--- src/rtl/edn_share_pkg.sv ---
// Shared types and constants for the EDN endpoint sharing arbiter.
package edn_share_pkg;

    typedef enum logic [1:0] {
        IDLE = 2'd0,
        REQ  = 2'd1,
        RESP = 2'd2
    } edn_share_state_e;

    localparam int DropCntW = 16;
    localparam logic [DropCntW-1:0] DropCntMax = '1;

endpackage

--- src/rtl/edn_share_rr_arb.sv ---
// Combinational round-robin pick: first set request at or above ptr_i, wrapping.
module edn_share_rr_arb
    import edn_share_pkg::*;
#(
    parameter int NumReq  = 4,
    parameter int ReqIdxW = $clog2(NumReq)
) (
    input  logic [NumReq-1:0]  req_i,
    input  logic [ReqIdxW-1:0] ptr_i,
    output logic [ReqIdxW-1:0] idx_o,
    output logic               vld_o
);

    int                 cand;
    logic [ReqIdxW-1:0] cand_idx;

    // Scan from the farthest candidate down so the nearest one to ptr_i wins last.
    always_comb begin
        idx_o    = '0;
        vld_o    = 1'b0;
        cand     = 0;
        cand_idx = '0;
        for (int i = NumReq - 1; i >= 0; i--) begin
            cand     = (int'(ptr_i) + i) % NumReq;
            cand_idx = cand[ReqIdxW-1:0];
            if (req_i[cand_idx]) begin
                idx_o = cand_idx;
                vld_o = 1'b1;
            end
        end
    end

endmodule

--- src/rtl/edn_ep_share.sv ---
// Round-robin sharing of one EDN endpoint among NumReq consumers.
// Optional one-word prefetch buffer enabled by defining EDN_SHARE_PREFETCH_EN.
module edn_ep_share
    import edn_share_pkg::*;
#(
    parameter int NumReq  = 4,
    parameter int ReqIdxW = $clog2(NumReq)
) (
    input  logic                clk_i,
    input  logic                rst_i,
    input  logic                enable_i,
    input  logic [NumReq-1:0]   req_i,
    output logic [NumReq-1:0]   ack_o,
    output logic [31:0]         bus_o,
    output logic                fips_o,
    output logic                edn_req_o,
    input  logic                edn_ack_i,
    input  logic                edn_fips_i,
    input  logic [31:0]         edn_bus_i,
    output logic                busy_o,
    output logic [ReqIdxW-1:0]  grant_idx_o,
    output logic [DropCntW-1:0] drop_cnt_o
);

    localparam logic [NumReq-1:0] OneHot0 = NumReq'(1);

    function automatic logic [DropCntW-1:0] sat_inc(input logic [DropCntW-1:0] v);
        return (v == DropCntMax) ? v : v + DropCntW'(1);
    endfunction

    function automatic logic [ReqIdxW-1:0] next_ptr(input logic [ReqIdxW-1:0] g);
        return (g == ReqIdxW'(NumReq - 1)) ? '0 : g + ReqIdxW'(1);
    endfunction

    edn_share_state_e    state_q;
    logic [ReqIdxW-1:0]  rr_ptr_q;
    logic [ReqIdxW-1:0]  grant_q;
    logic [NumReq-1:0]   ack_q;
    logic [31:0]         bus_q;
    logic                fips_q;
    logic                edn_req_q;
    logic [DropCntW-1:0] drop_cnt_q;
    logic [DropCntW-1:0] drop_cnt_d;
    logic [ReqIdxW-1:0]  win_idx;
    logic                win_vld;

`ifdef EDN_SHARE_PREFETCH_EN
    logic        buf_vld;
    logic [31:0] buf_word;
    logic        buf_fips;
    logic        pf_q;
    logic        srv_pend_q;
`endif

    assign drop_cnt_d = sat_inc(drop_cnt_q);

    edn_share_rr_arb #(
        .NumReq  (NumReq),
        .ReqIdxW (ReqIdxW)
    ) u_arb (
        .req_i (req_i),
        .ptr_i (rr_ptr_q),
        .idx_o (win_idx),
        .vld_o (win_vld)
    );

    always_ff @(posedge clk_i) begin
        if (rst_i) begin
            state_q    <= IDLE;
            rr_ptr_q   <= '0;
            grant_q    <= '0;
            ack_q      <= '0;
            bus_q      <= '0;
            fips_q     <= 1'b0;
            edn_req_q  <= 1'b0;
            drop_cnt_q <= '0;
`ifdef EDN_SHARE_PREFETCH_EN
            buf_vld    <= 1'b0;
            pf_q       <= 1'b0;
            srv_pend_q <= 1'b0;
`endif
        end else begin
            ack_q <= '0;
            case (state_q)
                IDLE: begin
`ifdef EDN_SHARE_PREFETCH_EN
                    if (enable_i && win_vld && buf_vld) begin
                        grant_q    <= win_idx;
                        srv_pend_q <= 1'b1;
                        state_q    <= RESP;
                    end else if (enable_i && win_vld) begin
                        grant_q   <= win_idx;
                        edn_req_q <= 1'b1;
                        state_q   <= REQ;
                    end else if (enable_i && !buf_vld) begin
                        pf_q      <= 1'b1;
                        edn_req_q <= 1'b1;
                        state_q   <= REQ;
                    end
`else
                    if (enable_i && win_vld) begin
                        grant_q   <= win_idx;
                        edn_req_q <= 1'b1;
                        state_q   <= REQ;
                    end
`endif
                end
                REQ: begin
                    // The upstream request is only released by the upstream ack.
                    if (edn_ack_i) begin
                        edn_req_q <= 1'b0;
                        state_q   <= RESP;
`ifdef EDN_SHARE_PREFETCH_EN
                        if (pf_q) begin
                            buf_word <= edn_bus_i;
                            buf_fips <= edn_fips_i;
                            buf_vld  <= 1'b1;
                        end else
`endif
                        if (req_i[grant_q]) begin
                            ack_q  <= OneHot0 << grant_q;
                            bus_q  <= edn_bus_i;
                            fips_q <= edn_fips_i;
                        end
`ifdef EDN_SHARE_PREFETCH_EN
                        else if (!buf_vld) begin
                            buf_word <= edn_bus_i;
                            buf_fips <= edn_fips_i;
                            buf_vld  <= 1'b1;
                        end
`endif
                        else begin
                            drop_cnt_q <= drop_cnt_d;
                        end
                    end
                end
                RESP: begin
`ifdef EDN_SHARE_PREFETCH_EN
                    // A buffered grant spends one RESP cycle deciding, then one acking.
                    if (srv_pend_q) begin
                        srv_pend_q <= 1'b0;
                        if (req_i[grant_q]) begin
                            ack_q   <= OneHot0 << grant_q;
                            bus_q   <= buf_word;
                            fips_q  <= buf_fips;
                            buf_vld <= 1'b0;
                        end
                    end else begin
                        if (!pf_q) begin
                            rr_ptr_q <= next_ptr(grant_q);
                        end
                        pf_q    <= 1'b0;
                        state_q <= IDLE;
                    end
`else
                    rr_ptr_q <= next_ptr(grant_q);
                    state_q  <= IDLE;
`endif
                end
                default: state_q <= IDLE;
            endcase
        end
    end

    assign ack_o       = ack_q;
    assign bus_o       = bus_q;
    assign fips_o      = fips_q;
    assign edn_req_o   = edn_req_q;
    assign busy_o      = (state_q != IDLE);
    assign grant_idx_o = grant_q;
    assign drop_cnt_o  = drop_cnt_q;

endmodule

--- config.mk ---
export PLATFORM = sky130hd
export DESIGN_NAME = edn_ep_share
export DESIGN_NICKNAME = d
export VERILOG_FILES = /design/src/rtl/edn_share_pkg.sv /design/src/rtl/edn_share_rr_arb.sv /design/src/rtl/edn_ep_share.sv
export SDC_FILE = /design/constraint.sdc
export NUM_CORES = 1
export LEC_CHECK = 0
export CORE_MARGIN = 8
export CORE_UTILIZATION = 50
export DETAILED_ROUTE_END_ITERATION = 10
export DONT_BUFFER_PORTS = 1
export PLACE_DENSITY = 0.77
export SKIP_LAST_GASP = 1
export SLEW_MARGIN = 40
export SYNTH_ARGS = -nofsm -noshare
export SYNTH_HDL_FRONTEND = slang
export SYNTH_SLANG_ARGS = --single-unit
--- constraint.sdc ---
create_clock -name clk_i -period 4.1 [get_ports clk_i]
set_clock_uncertainty 0.2 [all_clocks]
set_input_delay 0.41 -clock clk_i [delete_from_list [all_inputs] [get_ports clk_i]]
set_output_delay 0.41 -clock clk_i [all_outputs]
set_load 0.01 [all_outputs]
== After elaboration in Yosys (flattened, before gate mapping) ==
Cells that the tools add are included.
Widths: inputs -> output; s select.

* Output and inout port bits: 57
* Register bits: 60
* Word-level logic and storage cells: 64
* Bits of input ports: 41

* Shifts and indexed selects: 1
* Reductions and logical operators: 10
* Add/sub/neg operators: 5
* Muxes and demuxes: 25
* Equality and inequality tests: 6
* Magnitude comparators: 5
* Bitwise operators: 4

{| class="wikitable"
|+ Operators by type and width
! kind !! count
|-
| $add 16x1->16 const B || 1
|-
| $eq 16x16->1 const B || 1
|-
| $lt 2x3->1 const B || 5
|-
| $mux 2 || 7
|-
| $mux 1 || 11
|-
| $bmux 1 s2 || 5
|-
| $reduce_and 3->1 || 2
|-
| $add 2x1->2 const B || 2
|-
| $add 2x2->2 const B || 2
|-
| $eq 2x2->1 const B || 2
|-
| $ne 2x2->1 const B || 2
|-
| $not 1->1 || 4
|-
| $pmux 2 s2 || 1
|-
| $reduce_and 2->1 || 2
|-
| $reduce_and 4->1 || 1
|-
| $reduce_bool 2->1 || 2
|-
| $reduce_or 4->1 || 1
|-
| $shl 1x2->4 const A || 1
|-
| $eq 2x1->1 const B || 1
|-
| $logic_not 2->1 || 1
|-
| $pmux 1 s2 || 1
|-
| $logic_and 1x1->1 || 1
|}

== Longest topological paths before layout ==
Gate-level depths: netlist (run 1).

* Depth in word-level cells: 10
* Depth in mapped cells: 6
* Mapped depth without buffers: 5

== Cells and area by module ==
Synthesis (run 1) repeated with hierarchy kept, for this count alone.

* Cells, all modules: 299
* Area, all modules: 2466.1 µm²

{| class="wikitable"
|+ By module, submodules not included
! module !! area an instance (µm²) !! sequential area each (µm²) !! times used !! cells each
|-
| edn_ep_share || 2388.5 || 1201.2 || 1 || 286
|-
| edn_share_rr_arb || 77.6 || 0.0 || 1 || 13
|}

== Worst setup path before layout (run 1) ==
Ideal clock, no wire load.

* Path type: register to register
* Start: register grant_q[1] (netlist: grant_idx_o[1])
* End: register drop_cnt_q[7] (netlist: drop_cnt_o[7])
* Cell stages (with the launch flop): 7
* Data required time: 3.779 ns
* Path slack: 1.641 ns
* Path buffers: 2
* Clock period less this slack: 2.459 ns
* Data arrival time: 2.138 ns
* Setup time: 0.121 ns
* Cells stage by stage: dfxtp_1 > mux4_2 > or2_0 > clkbuf_1 > buf_2 > nor4b_2 > mux2_2

* Word-level cells in the longest chain between the ends: 4

{| class="wikitable"
|+ Ends and longest elaborated chain
! what !! RTL line !! RTL
|-
| start, declared || edn_ep_share.sv:37 || <nowiki>logic [ReqIdxW-1:0] grant_q;</nowiki>
|-
| start signal, assigned || edn_ep_share.sv:102 || <nowiki>grant_q <= win_idx;</nowiki>
|-
| $bmux 1 s2 || edn_ep_share.sv:120 || <nowiki>if (req_i[grant_q]) begin</nowiki>
|-
| $mux 1 (implied by the code) || edn_ep_share.sv:120 ||
|-
| $not 1->1 (no source line) || n/a ||
|-
| $reduce_and 4->1 (no source line) || n/a ||
|-
| end signal, assigned || edn_ep_share.sv:133 || <nowiki>drop_cnt_q <= drop_cnt_d;</nowiki>
|-
| end, declared || edn_ep_share.sv:42 || <nowiki>logic [DropCntW-1:0] drop_cnt_q;</nowiki>
|}

No other way between the ends. The select of a mux whose other input is x is not followed.
A chain may end at the register's enable or synchronous reset.

== Worst setup path in the final report (run 1) ==
* Start: register grant_q[1] (netlist: grant_idx_o[1])
* End: register drop_cnt_q[9] (netlist: drop_cnt_o[9])

The elaborated chain is that of the path after synthesis.

==> results.md, run 1 <==
- Net switching power of the design: 0.2720 mW
- Power share of the sequential group: 52.4%
- Number of distinct library cells after synthesis: 44
- Clock transition at path regs: 0.07 ns
- Worst hold-check slack: 0.01899 ns
- Drt initial violations: 189
- TritonCTS clock tree: yes
- Number of H-tree branching levels: 3
- Cell accounting for the most synthesized area: sky130_fd_sc_hd__dfxtp_1
- Part of the cycle the worst path needs: 70.83%
- Summed instance area of the synthesized netlist: 2525 um2
- Total setup violations reported at the end of the flow: 0
- Area growth, synth to finish: 18.98%
- Clock network fraction of design power: 41.7%
- Power Density: 388.3 nW/um2
- Inst Count DP: 359
- Internal power of the cells: 0.8946 mW
- Post-synth top cells: sky130_fd_sc_hd__nand2_1, sky130_fd_sc_hd__dfxtp_1, sky130_fd_sc_hd__a21oi_1, sky130_fd_sc_hd__clkbuf_1, sky130_fd_sc_hd__nor2_1
- Net switching fraction of the power: 23.31%
- TritonCTS Buffers: 9
- Highest clock rate: 0.3443 GHz
- Outcome: finished, final reports clean
- Post-synthesis sequential area ratio: 47.57%
- Critical-path maximum fanout: 15
- Top flip-flop cell by instance count after synthesis: sky130_fd_sc_hd__dfxtp_1
- Layout Nets: 368
- Final Util: 60.36%
- Worst slew slack as a fraction of its limit: 48.27%
- Number of global-route vias before repair: 2261
- Maximum root-to-sink buffer count: 2
- CTS Root Buffer Type: sky130_fd_sc_hd__clkbuf_8
- Hpwl dp: 4349 um
- Data arrival at the endpoint of the critical path: 2.93 ns
- Vias per std cell: 5.748
- Post-detailed-route count of antenna-violating nets: 0
- Core Box Area: 4977 um2
- Routability congestion estimate: 0.8150
- # DRC: 0
- Flip-flop and latch count after synthesis: 60
- Comb power frac: 5.9%
- Number of standard cells after synthesis: 307
- Number of pins exceeding their max-slew limit in the final report: 0
- Slew at the pin with the worst max-slew slack: 0.7759 ns
- Post-Synthesis Net Count: 350
- Global-route wire length before repair: 10780 um
- Total congestion overflow after global routing: 0
- First-pass iteration count of the detailed router: 4
- Largest net degree at the start of global routing: 53
- Total vias in the final route: 2299
- Die area: 7579 um2
- Number of antenna violations at the first check in global routing: 0
- Post-placement setup slack: 1.238 ns
- PortBufs: 0
- Wire length per cell: 17.10 um
- Clock Latency Late Sink: 0.33 ns
- Fin crit period: 2.904 ns
- Total inserted antenna cells: 0
- Fill cell instance count of the final layout: 439
- Share of flip-flops with an asynchronous set or reset: 0%
- Sum of routed wire length over all layers: 6838 um
- Peak supply drop: 0.0002493 V
- Final Hold Fails: 0
- Final-layout setup total negative slack: 0 ns
- Initial standard-cell utilization of the core: 50.73%
- Number of synthesized flops with an enable pin: 0
- Clock sink count: 60
- Count of hold buffers inserted by post-cts repair: 25
- Worst min-delay path class: in -> reg
- Share of Yosys cell area claimed by the top area cell type: 47.57%
- Total of max-cap violations: 0
- Global-route usage over all layers: 18.17%
- Critical path data required time: 4.12 ns
- Largest cells by area after synthesis: sky130_fd_sc_hd__dfxtp_1, sky130_fd_sc_hd__nand2_1, sky130_fd_sc_hd__a21oi_1
- Final non-filler cell total: 400
- Top-Level Pins: 98
- Std cell rows: 26
- Synth Area per Inst: 8.225 um2
- Synth warn: 0
- Worst Setup Path Type: reg -> reg
- Chip Height: 87.06 um
- Setup crit end kind: flip-flop
- Final setup slack of the worst path: 1.196 ns
- Reported leakage power: 0.9679 nW
- Setup repair after global routing missed its margin: false
- Proportion of layout cells with a drive suffix above 1: 10.00%
- Most common cell in the synthesized netlist: sky130_fd_sc_hd__nand2_1
- Post-CTS setup buffer count: 0
- Number of resized instances in the post-cts repair step: 0
- Setup crit start kind: flip-flop
- Chip Width: 87.06 um
==> cell usage in the layout, fill, tap and decap left out, types with 2 or more instances in the layout <==
| cell type | n |
|---|---|
| sky130_fd_sc_hd__nand3_1 | 7 |
| sky130_fd_sc_hd__or3b_2 | 2 |
| sky130_fd_sc_hd__nor2_1 | 11 |
| sky130_fd_sc_hd__clkinv_2 | 3 |
| sky130_fd_sc_hd__a21oi_1 | 51 |
| sky130_fd_sc_hd__nand2_1 | 77 |
| sky130_fd_sc_hd__o41ai_1 | 2 |
| sky130_fd_sc_hd__and4_1 | 3 |
| sky130_fd_sc_hd__nor2b_1 | 4 |
| sky130_fd_sc_hd__nand3b_1 | 3 |
| sky130_fd_sc_hd__ha_1 | 2 |
| sky130_fd_sc_hd__nor3_1 | 3 |
| sky130_fd_sc_hd__o21ai_0 | 3 |
| sky130_fd_sc_hd__dlygate4sd3_1 | 24 |
| sky130_fd_sc_hd__mux2_2 | 4 |
| sky130_fd_sc_hd__or3_1 | 3 |
| sky130_fd_sc_hd__mux2i_1 | 2 |
| sky130_fd_sc_hd__dfxtp_1 | 60 |
| sky130_fd_sc_hd__a2111oi_0 | 2 |
| sky130_fd_sc_hd__nand4_1 | 4 |
| sky130_fd_sc_hd__nor4_1 | 8 |
| sky130_fd_sc_hd__nand2b_1 | 2 |
| sky130_fd_sc_hd__or4_1 | 6 |
| sky130_fd_sc_hd__o31ai_1 | 4 |
| sky130_fd_sc_hd__inv_1 | 5 |
| sky130_fd_sc_hd__clkbuf_8 | 12 |
==> per-layer routing <==
layer / part of all wire [%] / vias to the layer above / global-route usage [%]
met5: 0 / - / 0
met4: 1.6 / 0 / 8.294
met3: 11 / 12 / 8.585
met2: 50 / 94 / 29.63
met1: 38 / 1070 / 19.49
li1: - / 1123 / -
==> power by group through the flow <==
| stage | Combinational (mW) | Clock (mW) | Sequential (mW) |
|---|---|---|---|
| 2_1_floorplan | 0.0424 | 0 | 0.620 |
| 3_3_place_gp | 0.0380 | 0 | 0.624 |
| 3_5_place_dp | 0.0403 | 0 | 0.624 |
| 4_1_cts | 0.0687 | 0.501 | 0.611 |
| 5_1_grt | 0.0768 | 0.527 | 0.613 |
| 6_report | 0.0694 | 0.486 | 0.611 |
==> per-stage QoR <==
step                power, mW  cell area (um2)
floorplan              0.6628             2525
global placement       0.6616             2550
detailed placement     0.6643             2556
CTS                     1.181             3004
global route            1.216             3004
finish                  1.167             3004
==> sequential cells by signal (all words and copies together) (netlist names) <==
| register | count |
|---|---|
| bus_o | 32 |
| edn_req_o | 1 |
| rr_ptr_q | 2 |
| fips_o | 1 |
| ack_o | 4 |
| drop_cnt_o | 16 |
| grant_idx_o | 2 |
| state_q | 2 |
==> cell type report <==
type | count | area (um2) | area share, %
inverters | 5 | 18.77 | 0.6247
clock buffers | 12 | 165.2 | 5.498
multi-input cells | 223 | 1241 | 41.32
clock inverters | 4 | 22.52 | 0.7497
flip-flops and latches | 60 | 1201 | 39.98
well taps | 70 | 87.58 | 2.915
repair buffers | 26 | 267.8 | 8.913
==> critical path, stage by stage, from the launching register on <==
cell                        delay, ns
sky130_fd_sc_hd__dfxtp_1         0.50
sky130_fd_sc_hd__mux4_2          0.61
sky130_fd_sc_hd__or2_0           0.49
sky130_fd_sc_hd__a2111oi_0       0.60
sky130_fd_sc_hd__mux2_2          0.39
==> final timing paths <==
path,endpoint,startpoint,cells past startpoint,slack [ns]
worst max-delay path,drop_cnt_o[9],grant_idx_o[1],4,1.20
worst min-delay path,ack_o[1],req_i[1],2,0.02
worst max register to register,drop_cnt_o[9],grant_idx_o[1],4,1.20
worst min register to register,rr_ptr_q[0],rr_ptr_q[0],2,0.29
==> cells by family after synthesis <==
family / count (synthesis) / share of synthesized area [%]
AND/OR/NAND/NOR: 142 / 27.90
AO/OA/AOI/OAI: 72 / 16.45
flip-flops: 60 / 47.57
buffers and inverters: 24 / 3.617
multiplexers: 7 / 3.469
adder cells (fa/ha/maj): 2 / 0.9909
Note: power is estimated with default switching activity, not from simulation.
==> run 2, diff against run 1 <==
==> constraint.sdc (replaced) <==
create_clock -name clk_i -period 2.85 [get_ports clk_i]
set_clock_uncertainty 0.2 [all_clocks]
set_input_delay 0.285 -clock clk_i [delete_from_list [all_inputs] [get_ports clk_i]]
set_output_delay 0.285 -clock clk_i [all_outputs]
set_load 0.01 [all_outputs]
==> run 2 against run 1 <==
Combinational power grew 76%. Sequential power grew 44%. Sequential share of layout area shrank 2.6 points. First-iteration DRC count decreased by 15%. Clock-buffer cell count stayed put. Register-to-register slack got worse by 0.85 ns. Via count increased by 4.3%. Global-route usage up 0.87 points. Sequential cell count unchanged. Die area did not move. Largest power group unchanged.
==> results.md, run 2 (synthesis gave the netlist of run 1 again) <==
- Die area: 7579 um2 (unchanged)
- Final Hold Fails: 0 (unchanged)
- Hold depth: 2 (unchanged)
- Number of antenna violations at the first check in global routing: 0 (unchanged)
- Area occupied by multi-input gates: 1235 um2 (-0.50%)
- Critical register-to-register path endpoint: bus_o[8]
- Total vias in the final route: 2398 (+4.3%)
- Hold Path End: drop_cnt_o[9]
- Most common cell after layout, fill and taps aside: sky130_fd_sc_hd__nand2_1
- TritonCTS clock tree: yes
- Clock Latency Late Sink: 0.32 ns (about the same)
- Hold_sp: rst_i
- First-pass iteration count of the detailed router: 4 (unchanged)
- Std cell rows: 26 (unchanged)
- Vias per std cell: 5.682 (-1.1%)
- Core Box Area: 4977 um2 (unchanged)
- Layout Nets: 390 (+6.0%)
- Largest register FFs: 32 (unchanged)
- Maximum root-to-sink buffer count: 2 (unchanged)
- Final setup slack of the worst path: 0.3449 ns (-0.8511 ns)
- Final non-filler cell total: 422 (+5.5%)
- Total congestion overflow after global routing: 0 (unchanged)
- Proportion of layout cells with a drive suffix above 1: 10.80% (+0.80 points)
- Initial standard-cell utilization of the core: 50.73% (unchanged)
- Highest clock rate: 0.3992 GHz (+16%)
- Total setup violations reported at the end of the flow: 0 (unchanged)
- Chip Height: 87.06 um (unchanged)
- Number of pins exceeding their max-slew limit in the final report: 0 (unchanged)
- Data arrival at the endpoint of the critical path: 2.58 ns (-0.35 ns)
- CTS Root Buffer Type: sky130_fd_sc_hd__clkbuf_8
- Fin crit period: 2.505 ns (-0.3989 ns)
- Total of max-cap violations: 0 (unchanged)
- Number of resized instances in the post-cts repair step: 0 (unchanged)
- Peak supply drop: 0.0004057 V (+63%)
- Final-layout setup total negative slack: 0 ns (unchanged)
- Area growth, synth to finish: 27.35%
- Slew at the pin with the worst max-slew slack: 0.5060 ns (-0.2699 ns)
- Number of global-route vias before repair: 2380 (+5.3%)
- Global-route usage over all layers: 19.04% (+0.87 points)
- Inst Count DP: 366 (+1.9%)
- Comb power frac: 6.9% (+1.0 points)
- # DRC: 0 (unchanged)
- Final Util: 64.61% (+4.2 points)
- Net switching power of the design: 0.3949 mW (+45%)
- TritonCTS Buffers: 9 (unchanged)
- Outcome: finished, final reports clean
- Most frequent cells in the layout: sky130_fd_sc_hd__nand2_1, sky130_fd_sc_hd__dfxtp_1, sky130_fd_sc_hd__a21oi_1
- Reg2reg path depth: 6 (+2)
- Worst hold-check slack: 0.01452 ns (-0.004472 ns)
- Hpwl dp: 4574 um (+5.2%)
- Worst Setup Path Type: reg -> reg
- Worst setup startpoint: grant_idx_o[0]
- Global-route wire length before repair: 11540 um (+7.0%)
- Reported leakage power: 1.069 nW (+10%)
- Net switching fraction of the power: 22.39% (-0.93 points)
- Setup crit start kind: flip-flop
- Total inserted antenna cells: 0 (unchanged)
- Power share of the sequential group: 49.8% (-2.6 points)
- Setup repair after global routing missed its margin: false
- Final Cell Area: 3216 um2 (+7.0%)
- PortBufs: 0 (unchanged)
- Power Density: 548.5 nW/um2 (+41%)
- Routability congestion estimate: 0.8544 (+4.8%)
- Footprint of the flip-flops and latches: 1201 um2 (unchanged)
- Post-placement setup slack: 0.4328 ns (-0.8048 ns)
- Sum of routed wire length over all layers: 7184 um (+5.1%)
- Worst slew slack as a fraction of its limit: 65.96% (+18 points)
- Internal power of the cells: 1.369 mW (+53%)
- Clock network fraction of design power: 43.3% (+1.6 points)
- Chip Width: 87.06 um (unchanged)
- Critical path data required time: 2.92 ns (-1.20 ns)
- Critical-path maximum fanout: 33 (+18)
- Setup crit end kind: flip-flop
- Reg-to-reg critical path startpoint: grant_idx_o[0]
- Drt initial violations: 160 (-15%)
- Fill cell instance count of the final layout: 438 (-0.23%)
- Number of H-tree branching levels: 3 (unchanged)
- Top-Level Pins: 98 (unchanged)
- Post-detailed-route count of antenna-violating nets: 0 (unchanged)
- Worst min-delay path class: in -> reg
- Clock transition at path regs: 0.07 ns (about the same)
- Clock sink count: 60 (unchanged)
- Placement Cell Area: 2603 um2 (+1.8%)
- Sum of internal, switching and leakage power: 1.764 mW (+51%)
- Largest net degree at the start of global routing: 58 (+9.4%)
- Reg2Reg Setup Slack: 0.34 ns (-0.85 ns)
- Part of the cycle the worst path needs: 87.90% (+17 points)
- Wire length per cell: 17.02 um (-0.42%)
==> run 2: layer usage <==
metal	GRT usage (%)	vias to the layer above	routed length [um]
met2	32.27	93	3640
met4	7.825	0	87
met5	0	-	0
li1	-	1167	-
met1	20.38	1130	2745
met3	7.925	8	710
==> run 2: final cells by class <==
| class | count | share of cell area, % |
|---|---|---|
| clock buffer | 12 | 4.825 |
| clock inverter | 4 | 1.479 |
| inverter | 5 | 0.5837 |
| multi-input combinational | 223 | 38.40 |
| sequential | 60 | 37.35 |
| tap | 70 | 2.724 |
| timing repair buffer | 48 | 14.63 |
==> run 2: worst max path at each step <==
stage | slack, ns | cells past startpoint | end
2_1_floorplan | 0.39 | 6 | drop_cnt_o[7]
3_3_place_gp | 0.51 | 4 | drop_cnt_o[5]
3_5_place_dp | 0.43 | 4 | drop_cnt_o[5]
4_1_cts | 0.35 | 6 | bus_o[8]
5_1_grt | 0.25 | 6 | bus_o[8]
6_report | 0.34 | 6 | bus_o[8]
==> run 2: power groups by stage <==
stage | logic, mW | registers (mW) | clock network [mW]
finish | 0.122 | 0.878 | 0.764
floorplan | 0.0610 | 0.893 | 0
global placement | 0.0590 | 0.896 | 0
global route | 0.134 | 0.880 | 0.821
detailed placement | 0.0619 | 0.897 | 0
CTS | 0.120 | 0.878 | 0.787
==> run 2: timing repair <==
item / CTS / global route
hold buffers: 40 / 0
setup buffers: 0 / 0
hold endpoints to repair: 59 / 0
setup endpoints to repair: 0 / 0
==> run 2: critical path, stage by stage (launching register included) <==
cell	delay, ns
sky130_fd_sc_hd__dfxtp_1	0.53
sky130_fd_sc_hd__mux4_2	0.43
sky130_fd_sc_hd__or2b_1	0.19
sky130_fd_sc_hd__buf_4	0.31
sky130_fd_sc_hd__nand2_1	0.10
sky130_fd_sc_hd__a21oi_1	0.14
sky130_fd_sc_hd__dlygate4sd3_1	0.55
==> run 3, diff against run 2 <==
--- a/config.mk
+++ b/config.mk
@@ -5,11 +5,12 @@
 export SDC_FILE = /design/constraint.sdc
 export NUM_CORES = 1
 export LEC_CHECK = 0
+export CAP_MARGIN = 20
 export CORE_MARGIN = 8
-export CORE_UTILIZATION = 50
+export CORE_UTILIZATION = 35
 export DETAILED_ROUTE_END_ITERATION = 10
 export DONT_BUFFER_PORTS = 1
-export PLACE_DENSITY = 0.77
+export PLACE_DENSITY = 0.61
 export SKIP_LAST_GASP = 1
 export SLEW_MARGIN = 40
 export SYNTH_ARGS = -nofsm -noshare
==> run 3 against run 2 <==
Sequential cell count unchanged. Power rose by 11%. Sequential share of layout area fell by 1.1 points. Register-to-register slack improved by 0.03 ns.
==> results.md, run 3 (synthesis gave the netlist of run 1 again) <==
- Critical path data required time: 2.88 ns (-0.04 ns)
- Net switching fraction of the power: 21.69% (-0.69 points)
- Part of the cycle the worst path needs: 86.78% (-1.1 points)
- Reg-to-reg critical path startpoint: grant_idx_o[0]
- Worst-path cell chain: mux4_2 > or2_0 > a2111oi_0 > mux2_2
- TritonCTS clock tree: yes
- Fill cell instance count of the final layout: 713 (+63%)
- Number of global-route vias before repair: 2220 (-6.7%)
- Largest delay contributor family on the critical path: multiplexers
- Initial standard-cell utilization of the core: 35.38% (-15 points)
- Setup crit start kind: flip-flop
- Drt initial violations: 121 (-24%)
- Clock transition at path regs: 0.06 ns (about the same)
- Hpwl dp: 4811 um (+5.2%)
- Clock network fraction of design power: 48.6% (+5.3 points)
- Worst setup startpoint: grant_idx_o[0]
- Routability congestion estimate: 0.7763 (-9.1%)
- Power share of the sequential group: 45.0% (-4.8 points)
- Hold_sp: rst_i
- CTS Root Buffer Type: sky130_fd_sc_hd__clkbuf_8
- Global-route wire length before repair: 11220 um (-2.8%)
- Highest clock rate: 0.4043 GHz (+1.3%)
- Total of max-cap violations: 0 (unchanged)
- Maximum root-to-sink buffer count: 2 (unchanged)
- # DRC: 0 (unchanged)
- Area occupied by multi-input gates: 1235 um2 (unchanged)
- Final setup slack of the worst path: 0.3767 ns (+0.03179 ns)
- Wire length per cell: 16.04 um (-5.8%)
- Outcome: finished, final reports clean
- Proportion of layout cells with a drive suffix above 1: 11.33% (+0.54 points)
- Clock sink count: 60 (unchanged)
- Vias per std cell: 5.212 (-8.3%)
- First-pass iteration count of the detailed router: 4 (unchanged)
- Std cell rows: 31 (+19%)
- Layout Nets: 391 (+0.26%)
- Reported leakage power: 1.094 nW (+2.3%)
- Slew at the pin with the worst max-slew slack: 0.5800 ns (+0.07404 ns)
- Number of antenna violations at the first check in global routing: 0 (unchanged)
- Worst Setup Path Type: reg -> reg
- Peak supply drop: 0.0003142 V (-23%)
- Total congestion overflow after global routing: 0 (unchanged)
- Data arrival at the endpoint of the critical path: 2.50 ns (-0.08 ns)
- Most frequent cells in the layout: sky130_fd_sc_hd__nand2_1, sky130_fd_sc_hd__dfxtp_1, sky130_fd_sc_hd__a21oi_1
- Setup crit end kind: flip-flop
- Core Box Area: 7137 um2 (+43%)
- Fin crit period: 2.473 ns (-0.03179 ns)
- Combined buffer and inverter count along the critical path: 0 (-2)
- Chip Width: 100.9 um (+16%)
- Total vias in the final route: 2356 (-1.8%)
- Die area: 10190 um2 (+34%)
- Final-layout setup total negative slack: 0 ns (unchanged)
- Clock Latency Late Sink: 0.34 ns (+0.02 ns)
- Number of pins exceeding their max-slew limit in the final report: 0 (unchanged)
- Post-CTS setup buffer count: 0 (unchanged)
- Internal power of the cells: 1.526 mW (+12%)
- Chip Height: 100.9 um (+16%)
- Crit path max-delay cell type: sky130_fd_sc_hd__dfxtp_1
- Area growth, synth to finish: 31.22%
- Post-placement setup slack: 0.3893 ns (-0.04357 ns)
- Sum of internal, switching and leakage power: 1.949 mW (+11%)
- Most common cell after layout, fill and taps aside: sky130_fd_sc_hd__nand2_1
- Power Density: 588.4 nW/um2 (+7.3%)
- Critical-path maximum fanout: 9 (-73%)
- Number of H-tree branching levels: 3 (unchanged)
- Final Hold Fails: 0 (unchanged)
- Post-detailed-route count of antenna-violating nets: 0 (unchanged)
- Stage delay of the slowest cell on the critical path: 0.57 ns (+0.02 ns)
- Net switching power of the design: 0.4229 mW (+7.1%)
- Sum of routed wire length over all layers: 7249 um (+0.90%)
- Top-Level Pins: 98 (unchanged)
- Comb power frac: 6.3% (-0.6 points)
- Worst slew slack as a fraction of its limit: 60.97% (-5.0 points)
- Largest register FFs: 32 (unchanged)
- Largest net degree at the start of global routing: 61 (+5.2%)
- Global-route usage over all layers: 13.96% (-5.1 points)
- Worst min-delay path class: in -> reg
- Setup repair after global routing missed its margin: false
- TritonCTS Buffers: 9 (unchanged)
- PortBufs: 0 (unchanged)
- Footprint of the flip-flops and latches: 1201 um2 (unchanged)
- Total setup violations reported at the end of the flow: 0 (unchanged)
- Total inserted antenna cells: 0 (unchanged)
[run 3: changes by cell type in the layout (fill, tap and decap cells not counted)]
cell / previous run / this run
sky130_fd_sc_hd__buf_4: 8 / 9
sky130_fd_sc_hd__clkinv_4: 0 / 1
sky130_fd_sc_hd__buf_12: 1 / 0
sky130_fd_sc_hd__bufinv_16: 1 / 3
sky130_fd_sc_hd__clkinv_2: 2 / 1
sky130_fd_sc_hd__buf_16: 0 / 1
sky130_fd_sc_hd__clkbuf_8: 11 / 10
sky130_fd_sc_hd__clkbuf_1: 1 / 0
[run 3: final timing paths]
| check | depth (start not counted) | slack (ns) | to |
|---|---|---|---|
| setup / recovery | 4 | 0.38 | drop_cnt_o[5] |
| hold / removal | 2 | 0.009 | drop_cnt_o[7] |
| setup reg to reg | 4 | 0.38 | drop_cnt_o[5] |
| hold reg to reg | 2 | 0.28 | rr_ptr_q[0] |
[run 3: timing repair]
| item | CTS | global route |
|---|---|---|
| gates resized for setup | 0 | 0 |
| endpoints found under the hold margin | 60 | 0 |
| hold buffers | 40 | 0 |
[run 3: area by class of cell]
class	count	area share, %
flip-flops and latches	60	36.25
inverters	5	0.5665
multi-input cells	223	37.27
clock buffers	10	4.154
repair buffers	49	14.65
clock inverters	6	3.361
well taps	99	3.739
[run 3: metal layers]
layer  GRT usage, %  vias up  share of wire [%]
li1               -     1168                  -
met1          14.93     1095                 39
met2          22.77       82                 50
met3          6.215       11                8.9
met4          7.216        0                2.0
met5              0        -                  0
[run 3: power groups by stage]
stage,clock network (mW),registers [mW],logic [mW]
2_1_floorplan,0,0.893,0.0610
3_3_place_gp,0,0.897,0.0616
3_5_place_dp,0,0.897,0.0633
4_1_cts,0.980,0.878,0.124
5_1_grt,1.02,0.880,0.135
6_report,0.948,0.878,0.124
[run 3: worst register-to-register path, cell delays in order (launching register included)]
cell and delay [ns]:
sky130_fd_sc_hd__dfxtp_1 0.57, sky130_fd_sc_hd__mux4_2 0.44, sky130_fd_sc_hd__or2_0 0.31, sky130_fd_sc_hd__a2111oi_0 0.47, sky130_fd_sc_hd__mux2_2 0.39
[run 3: per-stage QoR]
stage,hold WS [ns],instances,area [um2],utilization (%)
2_1_floorplan,0.2133,307,2525,-
3_3_place_gp,0.1634,396,2646,37.08
3_5_place_dp,0.1647,396,2646,37.08
4_1_cts,0.002089,452,3313,46.42
5_1_grt,0.01795,452,3313,46.42
6_report,0.009428,452,3313,46.42
